$ cat src/rtl/maxnet_pkg.sv
// Shared definitions for the Maxnet competition controller and datapath.
//   ACT_DW        activation width (IEEE-754 single precision)
//   ACT_SIGN_BIT  bit position of the activation sign
//   state_t       iteration sequencer states
//   act_is_zero   magnitude-only zero test; treats +0 and -0 as zero
package maxnet_pkg;

  localparam int ACT_DW       = 32;
  localparam int ACT_SIGN_BIT = ACT_DW - 1;

  typedef enum logic [2:0] {
    S_IDLE,
    S_LOAD,
    S_STEP,
    S_WAIT_VAL,
    S_CHECK,
    S_DONE
  } state_t;

  // x holds an activation of width dw (dw <= ACT_DW), zero-extended.
  // Only the bits below the sign bit of that width take part in the test.
  function automatic logic act_is_zero(input logic [ACT_DW-1:0] x, input int dw);
    logic z;
    z = 1'b1;
    for (int b = 0; b < ACT_DW - 1; b++) begin
      if ((b < dw - 1) && x[b]) z = 1'b0;
    end
    return z;
  endfunction

endpackage

$ cat src/rtl/maxnet_winner_detect.sv
// Combinational survivor analysis of the Maxnet activation vector.
//   x_flat  in   N*DW   activations, neuron i at [i*DW +: DW]
//   pop     out  CNT_W  number of non-zero neurons
//   idx     out  IDX_W  index of the lowest non-zero neuron (0 if none)
// With exactly one survivor idx is its index; with several, the lowest wins,
// which keeps the encoder well defined for malformed inputs.
module maxnet_winner_detect
  import maxnet_pkg::*;
#(
  parameter int N     = 4,
  parameter int DW    = ACT_DW,
  parameter int IDX_W = $clog2(N),
  parameter int CNT_W = $clog2(N + 1)
) (
  input  logic [N*DW-1:0]  x_flat,
  output logic [CNT_W-1:0] pop,
  output logic [IDX_W-1:0] idx
);

  logic [N-1:0] nz;

  always_comb begin
    nz  = '0;
    pop = '0;
    idx = '0;
    for (int i = 0; i < N; i++) begin
      nz[i] = ~act_is_zero(ACT_DW'(x_flat[i*DW +: DW]), DW);
    end
    for (int i = 0; i < N; i++) begin
      pop = pop + CNT_W'(nz[i]);
    end
    // Descending scan so the lowest set bit is the last assignment.
    for (int i = N - 1; i >= 0; i--) begin
      if (nz[i]) idx = IDX_W'(i);
    end
  end

endmodule

$ cat src/rtl/maxnet_controller.sv
// Iteration sequencer for the Maxnet lateral-inhibition datapath.
// Loads the initial activations, then steps the datapath until one neuron
// survives, all neurons reach zero, or MAX_ITER steps have completed.
//   clk, rst_n     clock (rising edge), asynchronous active-low reset
//   start          new competition request, honoured in IDLE or DONE
//   x_flat         datapath activations, neuron i at [i*DW +: DW]
//   step_ack       datapath completed one update (x_flat valid next cycle)
//   load_en        one-cycle pulse to load the initial activations
//   step_req       level request for one inhibition update
//   busy           high in every state except IDLE and DONE
//   done           one-cycle pulse on entry to DONE
//   winner_valid   result: single survivor
//   no_winner      result: all neurons zero
//   timeout        result: cap reached with several survivors
//   winner_idx     surviving neuron index (0 unless winner_valid)
//   iter_count     completed update steps of the current/last run
module maxnet_controller
  import maxnet_pkg::*;
#(
  parameter int N        = 4,
  parameter int DW       = ACT_DW,
  parameter int MAX_ITER = 64,
  parameter int IDX_W    = $clog2(N),
  parameter int ITER_W   = $clog2(MAX_ITER + 1)
) (
  input  logic              clk,
  input  logic              rst_n,
  input  logic              start,
  input  logic [N*DW-1:0]   x_flat,
  input  logic              step_ack,
  output logic              load_en,
  output logic              step_req,
  output logic              busy,
  output logic              done,
  output logic              winner_valid,
  output logic              no_winner,
  output logic              timeout,
  output logic [IDX_W-1:0]  winner_idx,
  output logic [ITER_W-1:0] iter_count
);

  localparam int                CNT_W    = $clog2(N + 1);
  localparam logic [ITER_W-1:0] ITER_CAP = ITER_W'(MAX_ITER);

  state_t            state, state_nxt;
  logic [CNT_W-1:0]  pop;
  logic [IDX_W-1:0]  det_idx;
  logic              start_ok;
  logic              step_fire;
  logic              pop_one;
  logic              pop_zero;
  logic              at_cap;

  maxnet_winner_detect #(
    .N     (N),
    .DW    (DW),
    .IDX_W (IDX_W),
    .CNT_W (CNT_W)
  ) u_detect (
    .x_flat (x_flat),
    .pop    (pop),
    .idx    (det_idx)
  );

  assign start_ok  = start && ((state == S_IDLE) || (state == S_DONE));
  assign step_fire = (state == S_STEP) && step_ack;
  assign pop_one   = (pop == CNT_W'(1));
  assign pop_zero  = (pop == '0);
  assign at_cap    = (iter_count == ITER_CAP);

  always_comb begin
    state_nxt = state;
    load_en   = 1'b0;
    step_req  = 1'b0;
    busy      = 1'b1;
    case (state)
      S_IDLE, S_DONE: begin
        busy = 1'b0;
        if (start) state_nxt = S_LOAD;
      end
      S_LOAD: begin
        load_en   = 1'b1;
        state_nxt = S_CHECK;
      end
      S_CHECK: begin
        // Cap is only consulted once pop >= 2, so iter_count never passes it.
        if (pop_one || pop_zero || at_cap) state_nxt = S_DONE;
        else                               state_nxt = S_STEP;
      end
      S_STEP: begin
        step_req = 1'b1;
        if (step_ack) state_nxt = S_WAIT_VAL;
      end
      S_WAIT_VAL: begin
        state_nxt = S_CHECK;
      end
      default: begin
        state_nxt = S_IDLE;
      end
    endcase
  end

  always_ff @(posedge clk or negedge rst_n) begin
    if (!rst_n) begin
      state <= S_IDLE;
    end else begin
      state <= state_nxt;
    end
  end

  always_ff @(posedge clk or negedge rst_n) begin
    if (!rst_n) begin
      done         <= 1'b0;
      winner_valid <= 1'b0;
      no_winner    <= 1'b0;
      timeout      <= 1'b0;
      winner_idx   <= '0;
      iter_count   <= '0;
    end else begin
      done <= (state == S_CHECK) && (state_nxt == S_DONE);
      if (start_ok) begin
        winner_valid <= 1'b0;
        no_winner    <= 1'b0;
        timeout      <= 1'b0;
        winner_idx   <= '0;
        iter_count   <= '0;
      end else if (step_fire) begin
        iter_count <= iter_count + ITER_W'(1);
      end else if (state == S_CHECK) begin
        if (pop_one) begin
          winner_valid <= 1'b1;
          winner_idx   <= det_idx;
        end else if (pop_zero) begin
          no_winner <= 1'b1;
        end else if (at_cap) begin
          timeout    <= 1'b1;
          winner_idx <= '0;
        end
      end
    end
  end

endmodule

$ cat config.mk
export PLATFORM = sky130hd
export DESIGN_NAME = maxnet_controller
export DESIGN_NICKNAME = d
export VERILOG_FILES = /design/src/rtl/maxnet_pkg.sv /design/src/rtl/maxnet_winner_detect.sv /design/src/rtl/maxnet_controller.sv
export SDC_FILE = /design/constraint.sdc
export NUM_CORES = 1
export LEC_CHECK = 0
export CELL_PAD_IN_SITES_DETAIL_PLACEMENT = 1
export CELL_PAD_IN_SITES_GLOBAL_PLACEMENT = 1
export CORE_MARGIN = 2
export CORE_UTILIZATION = 19
export DETAILED_ROUTE_END_ITERATION = 12
export GPL_TIMING_DRIVEN = 0
export HOLD_SLACK_MARGIN = 0.12
export PLACE_DENSITY_LB_ADDON = 0.25
export SLEW_MARGIN = 20
export SYNTH_ARGS = -nofsm -noshare
export SYNTH_HDL_FRONTEND = slang
export SYNTH_HIERARCHICAL = 1
export SYNTH_SLANG_ARGS = --single-unit
$ cat constraint.sdc
create_clock -name clk -period 3.1 [get_ports clk]
set_input_delay 0.775 -clock clk [delete_from_list [all_inputs] [get_ports clk]]
set_output_delay 0.775 -clock clk [all_outputs]
set_load 0.1 [all_outputs]
# Word-level counts from Yosys, hierarchy flattened
# Cells that the tools add are included.
[totals]
regBits = 16
in_bits = 132
output_inout_bits = 16
elab_cells = 205
[classes]
add_sub_neg = 4
n_eq_ne = 12
mux = 158
bitwise_logic = 4
reduce_logical = 20
[op_table]
columns = ["cell", "count"]
rows = [
  ["$mux W1", 142],
  ["$mux W2", 10],
  ["$mux W7", 2],
  ["$pmux W3 S4", 1],
  ["$reduce_bool A2 Y1", 5],
  ["$eq A3 B3 Y1 const B", 3],
  ["$mux W3", 3],
  ["$reduce_and A4 Y1", 2],
  ["$add A7 B1 Y7 const B", 1],
  ["$eq A7 B7 Y1 const B", 1],
  ["$add A3 B1 Y3", 2],
  ["$eq A3 B1 Y1 const B", 2],
  ["$eq A3 B2 Y1 const B", 2],
  ["$logic_not A3 Y1", 2],
  ["$ne A2 B2 Y1 const B", 3],
  ["$reduce_and A5 Y1", 1],
  ["$not A1 Y1", 4],
  ["$reduce_or A2 Y1", 2],
  ["$logic_and A1 B1 Y1", 3],
  ["$logic_or A1 B1 Y1", 3],
  ["$ne A3 B3 Y1 const B", 1],
  ["$reduce_and A3 Y1", 1],
  ["$reduce_bool A3 Y1", 1],
  ["$add A1 B1 Y2", 1],
]

# Longest topological paths before layout
[logic_depth]
depth_word = 42
mapped_depth = 10
mapped_depth_nobuf = 10

# Cells and area by module
# The synthesis kept the hierarchy.
[modules_own_cells]
columns = ["mod", "n_inst", "cells_per_inst", "area_per_inst_um2", "seq_area_each_um2"]
rows = [
  ["maxnet_controller", 1, 93, 914.6, 400.4],
  ["maxnet_winner_detect", 1, 51, 371.6, 0.0],
]

# Least setup slack after synthesis
# Ideal clock, no wire load.
[synth_path]
path_type = "reg2out"
from = "register state[1]"
to = "output port step_req"
arrival_ps = 2882
required_ps = 2325
setup_slack_ps = -557
stages_incl_launch_ff = 3
n_path_buf = 1
path_cell_list = "dfrtp_1 buf_2 nor3b_1"
[synth_via]
elab_chain_cells = 2
[synth_lines]
columns = ["item", "line_no", "source"]
rows = [
  ["start, declared", "maxnet_controller.sv:45", "state_t state, state_nxt;"],
  ["start signal, assigned", "maxnet_controller.sv:107", "state <= state_nxt;"],
  ["$eq A3 B2 Y1", "maxnet_controller.sv:76", "case (state)"],
  ["$mux W1", "maxnet_controller.sv:76", ""],
  ["end, declared", "maxnet_controller.sv:32", "output logic step_req,"],
]
# No other way between the ends.

# Final worst setup path
[layout_path]
from = "input port x_flat[6]"
to = "register winner_idx[1]"
[layout_via]
elab_chain_cells = 34
word_cells_on_any_way = 39
cone_classes = "add/sub: 3; eq/ne: 2; mux: 30; bitwise: 1; reduce/logical: 3"
[layout_lines]
columns = ["item", "line_no", "source"]
rows = [
  ["start, declared", "maxnet_controller.sv:29", "input logic [N*DW-1:0] x_flat,"],
  ["$mux W1 * (25 in a row)", "maxnet_pkg.sv:26", "if ((b < dw - 1) && x[b]) z = 1'b0;"],
  ["$not A1 Y1 *", "maxnet_winner_detect.sv:27", "nz[i] = ~act_is_zero(ACT_DW'(x_flat[i*DW +: DW]), DW);"],
  ["$add A1 B1 Y2 *", "maxnet_winner_detect.sv:30", "pop = pop + CNT_W'(nz[i]);"],
  ["$add A3 B1 Y3 * (2 in a row)", "maxnet_winner_detect.sv:30", ""],
  ["via pop[1]", "maxnet_controller.sv:46", "logic [CNT_W-1:0] pop;"],
  ["$eq A3 B1 Y1", "maxnet_controller.sv:67", "assign pop_one = (pop == CNT_W'(1));"],
  ["$mux W2", "maxnet_controller.sv:130", "if (pop_one) begin"],
  ["$mux W2", "maxnet_controller.sv:129", "end else if (state == S_CHECK) begin"],
  ["$mux W2", "maxnet_controller.sv:127", "end else if (step_fire) begin"],
  ["$mux W2", "maxnet_controller.sv:121", "if (start_ok) begin"],
  ["end signal, assigned", "maxnet_controller.sv:132", "winner_idx <= det_idx;"],
  ["end, declared", "maxnet_controller.sv:38", "output logic [IDX_W-1:0] winner_idx,"],
]
# Mark *: on every way through the listed nets, which the timed path passes. The rest lies on a longest branch. The select of a mux whose other input is x is not followed.
# A chain may end at the register's enable or synchronous reset.

==> impl_metrics.tcl <==
set metrics [dict create \
    synth_cell_types 41 \
    timing.final.max_slew_violations 0 \
    holdCritPathClass "register to register" \
    critical_setup_path_class "input pin to register" \
    timing.slew.headroom_pct 32.6 \
    cts-hold-fix-buffers 0 \
    initial_utilization_pct 19.9 \
    fraction_of_final_layout_cells_with_drive_strength_greater_than_1_pct 19.4 \
    cts_buffers 3 \
    finalHoldViolations 0 \
    critical_path_required_ns 3.26 \
    tritoncts "built" \
    number_of_antenna_violations_at_the_first_check_in_global_routing 0 \
    power-per-cell-area_nw_per_um2 371 \
    yosysSeqAreaShare_pct 31.1 \
    globalplace.congestion 0.785 \
    endpoint_kind "register" \
    grt_first_pass_wirelength_um 9980 \
    synthDominantCellAreaShare_pct 31.1 \
    yosys_warnings 6 \
    global_route_total_usage_across_every_layer_pct 17.2 \
    min_period_over_period_pct 98.3 \
    p_leak_uw 0.00163 \
    core.rowCount 29 \
    detail_route.wl_per_cell_um 18.2 \
    worst_slew_pin_slew_ns 1.01 \
    crit_fanout 4 \
    grt_pass1_vias 2042 \
    max_clock_freq_mhz 328 \
    netlist_instances 144 \
    num_vias 1843 \
    multi_input_area_sq_um 1020 \
    hpwl_um 5440 \
    layout.area.seq_sq_um 400 \
    reg_clk_slew_reported_paths_ns 0.06 \
    post_route_design_area_sq_um 3220 \
    grt_remaining_overflow 0 \
    syn_area_sq_um 1290 \
    drt_first_pass_iters 4 \
    max_rail_drop_vdd_v 0.000200 \
    synth.net_count 281 \
    worst_slack_ns 0.0531 \
    run_status "finished clean" \
    netlist_top_cells_area "dfrtp_1 (31%), nor4_1 (12%), ha_1 (3.9%)" \
    htree_levels 1 \
    tritoncts_num_sinks 16 \
    layout-area-overhead-vs-synth_pct 151 \
    dieArea_sq_um 7440 \
    min_period_ns 3.05 \
    die-width_um 86.3 \
    via_per_inst 4.97 \
    clk_path_buf_depth 2 \
    fill_cell_count 709 \
    critPathArrivalTime_ns 3.21 \
    clk_root_buffer_cell "clkbuf_8" \
    ys_ff_latch 16 \
    final.setup_skew_ns 0.00661 \
    ant_nets 0 \
    synth.largest_area_cell "dfrtp_1" \
    dpl-instance-area_sq_um 2850 \
    clock_insertion_delay_worst_skew_ns 0.25 \
    cap_violations 0 \
    grt_start_max_net_pins 17 \
    wl_um 6760 \
    top_level_pins 148 \
    rsz_0062_raised_after_global_routing "yes" \
    pre_cts_slack_ns -0.698 \
    setup_viol_count_final 0 \
    die_h_um 86.3 \
    drt_first_iter_violations 31 \
    cp-start-kind "input pin" \
    diodes 0 \
    design.final.nets 432 \
    synth_area_per_cell_sq_um 8.93 \
    drt_drc_violations_left 0 \
    design.core.area_sq_um 6460 \
    io_buffer_count 143 \
]
cell families (layout without fill, tap and decap cells):
family                     after synthesis  in the layout  synth area share [%]
and+or+nand+nor                         78             78                  41.9
AOI/OAI and AO/OA                       29             29                  14.2
DFF                                     16             16                  31.1
buffers and inverters                   13            163                  5.06
adders and majority gates                5              5                  5.45
muxes                                    2              2                  1.56
xor gates and xnor gates                 1              1                 0.681
worst max-delay path: stages:
cell and delay [ns]:
clkdlybuf4s50_1 0.41, nor4_2 0.13, and4_1 0.23, nand4_1 0.16, fa_1 0.52, ha_2 0.18, ha_4 0.22, nor4bb_4 0.26
mux2i_1 0.10, a31oi_1 0.20
report_power, final:
| part | internal (uW) | switching [uW] | leakage, uW |
|---|---|---|---|
| Combinational | 292 | 447 | 0.00138 |
| Clock | 113 | 72.1 | 0.0000288 |
| Sequential | 237 | 34.6 | 0.000219 |
synthesized netlist by cell type:
library cell / count
a211oi_1: 1
a21o_1: 1
a21oi_1: 7
a311oi_1: 1
a31oi_1: 4
a32oi_1: 1
a41oi_1: 1
and3b_1: 1
and4_1: 3
buf_2: 1
buf_6: 2
clkbuf_1: 1
dfrtp_1: 16
fa_1: 1
ha_1: 4
inv_1: 9
mux2i_1: 2
nand2_1: 3
nand2b_1: 1
nand3_1: 5
nand4_1: 7
nand4bb_1: 1
nand4bb_4: 1
nor2_1: 10
nor3_1: 3
nor3b_1: 2
nor3b_2: 1
nor4_1: 25
nor4_2: 2
nor4_4: 1
nor4bb_1: 3
o211ai_1: 3
o21ai_0: 6
o22ai_1: 1
o31ai_1: 3
or2_2: 2
or3_1: 2
or3_2: 2
or4_1: 2
or4_4: 1
xnor2_1: 1
through the flow:
step / cells / total power, uW / util [%] / setup TNS (ns) / hold WS, ns
after global placement: 364 / 1010 / 44.1 / -5.44 / 0.497
after detailed placement: 364 / 1020 / 44.1 / -5.55 / 0.506
final: 371 / 1200 / 49.9 / 0 / 0.522
after global routing: 371 / 1270 / 49.9 / -0.263 / 0.579
after floorplan: 144 / 728 / - / 0 / 0.479
after CTS: 370 / 1210 / 45.7 / -1.00 / 0.533
area by class of cell:
cell class                      instances  area share, %
Tap cell                               77           2.99
Buffer                                  4          0.970
Timing Repair Buffer                  146           49.3
Sequential cell                        16           12.4
Multi-Input combinational cell        115           31.6
Clock buffer                            4           1.71
Inverter                                9           1.05
path summary, 6_finish.rpt:
| kind | start | endpoint | slack (ns) | cells past startpoint |
|---|---|---|---|---|
| setup / recovery | x_flat[6] | winner_idx[1]$_DFFE_PN0P_ | 0.05 | 10 |
| hold / removal | no_winner$_DFFE_PN0P_ | no_winner$_DFFE_PN0P_ | 0.52 | 2 |
| setup reg to reg | iter_count[0]$_DFFE_PN0P_ | state[1]$_DFF_PN0_ | 1.19 | 5 |
| hold reg to reg | no_winner$_DFFE_PN0P_ | no_winner$_DFFE_PN0P_ | 0.52 | 2 |
| max in group asynchronous | rst_n | winner_idx[0]$_DFFE_PN0P_ | 1.67 | 1 |
| min in group asynchronous | rst_n | iter_count[0]$_DFFE_PN0P_ | 0.96 | 1 |
metal layers:
metal  vias to the layer above  share of wire (%)  global-route usage [%]
met5                         -                  0                       0
met3                        12                5.9                    4.38
met1                       887                 34                    17.9
met4                         0                2.4                    4.26
met2                        64                 58                    34.2
li1                        880                  -                       -
layout by cell type, fill, tap and decap left out, drive strengths merged, types with 2 or more instances in the layout:
cell type / Yosys / final
nand2: 3 / 3
nand3: 5 / 5
dfrtp: 16 / 16
inv: 9 / 9
clkdlybuf4s50: 0 / 66
clkbuf: 1 / 9
a31oi: 4 / 4
o31ai: 3 / 3
mux2i: 2 / 2
or2: 2 / 2
dlygate4sd2: 0 / 2
nand4bb: 2 / 2
nor4bb: 3 / 3
a21oi: 7 / 7
o211ai: 3 / 3
buf: 3 / 9
or4: 3 / 3
ha: 4 / 4
nand4: 7 / 7
nor4: 28 / 28
nor3b: 3 / 3
and4: 3 / 3
nor2: 10 / 10
nor3: 3 / 3
clkdlybuf4s15: 0 / 4
o21ai: 6 / 6
dlymetal6s2s: 0 / 64
or3: 4 / 4
state kept, by name, indices dropped and copies added (netlist names):
register and count:
iter_count 7, timeout 1, state 3, winner_valid 1
no_winner 1, winner_idx 2, done 1
repair_timing:
action                                  4_1_cts  5_1_grt
gates resized for setup                      31       95
pin swaps                                    22       34
setup buffers                                 2        1
endpoints found under the setup margin       10        9
Note: power is estimated with default switching activity, not from simulation.
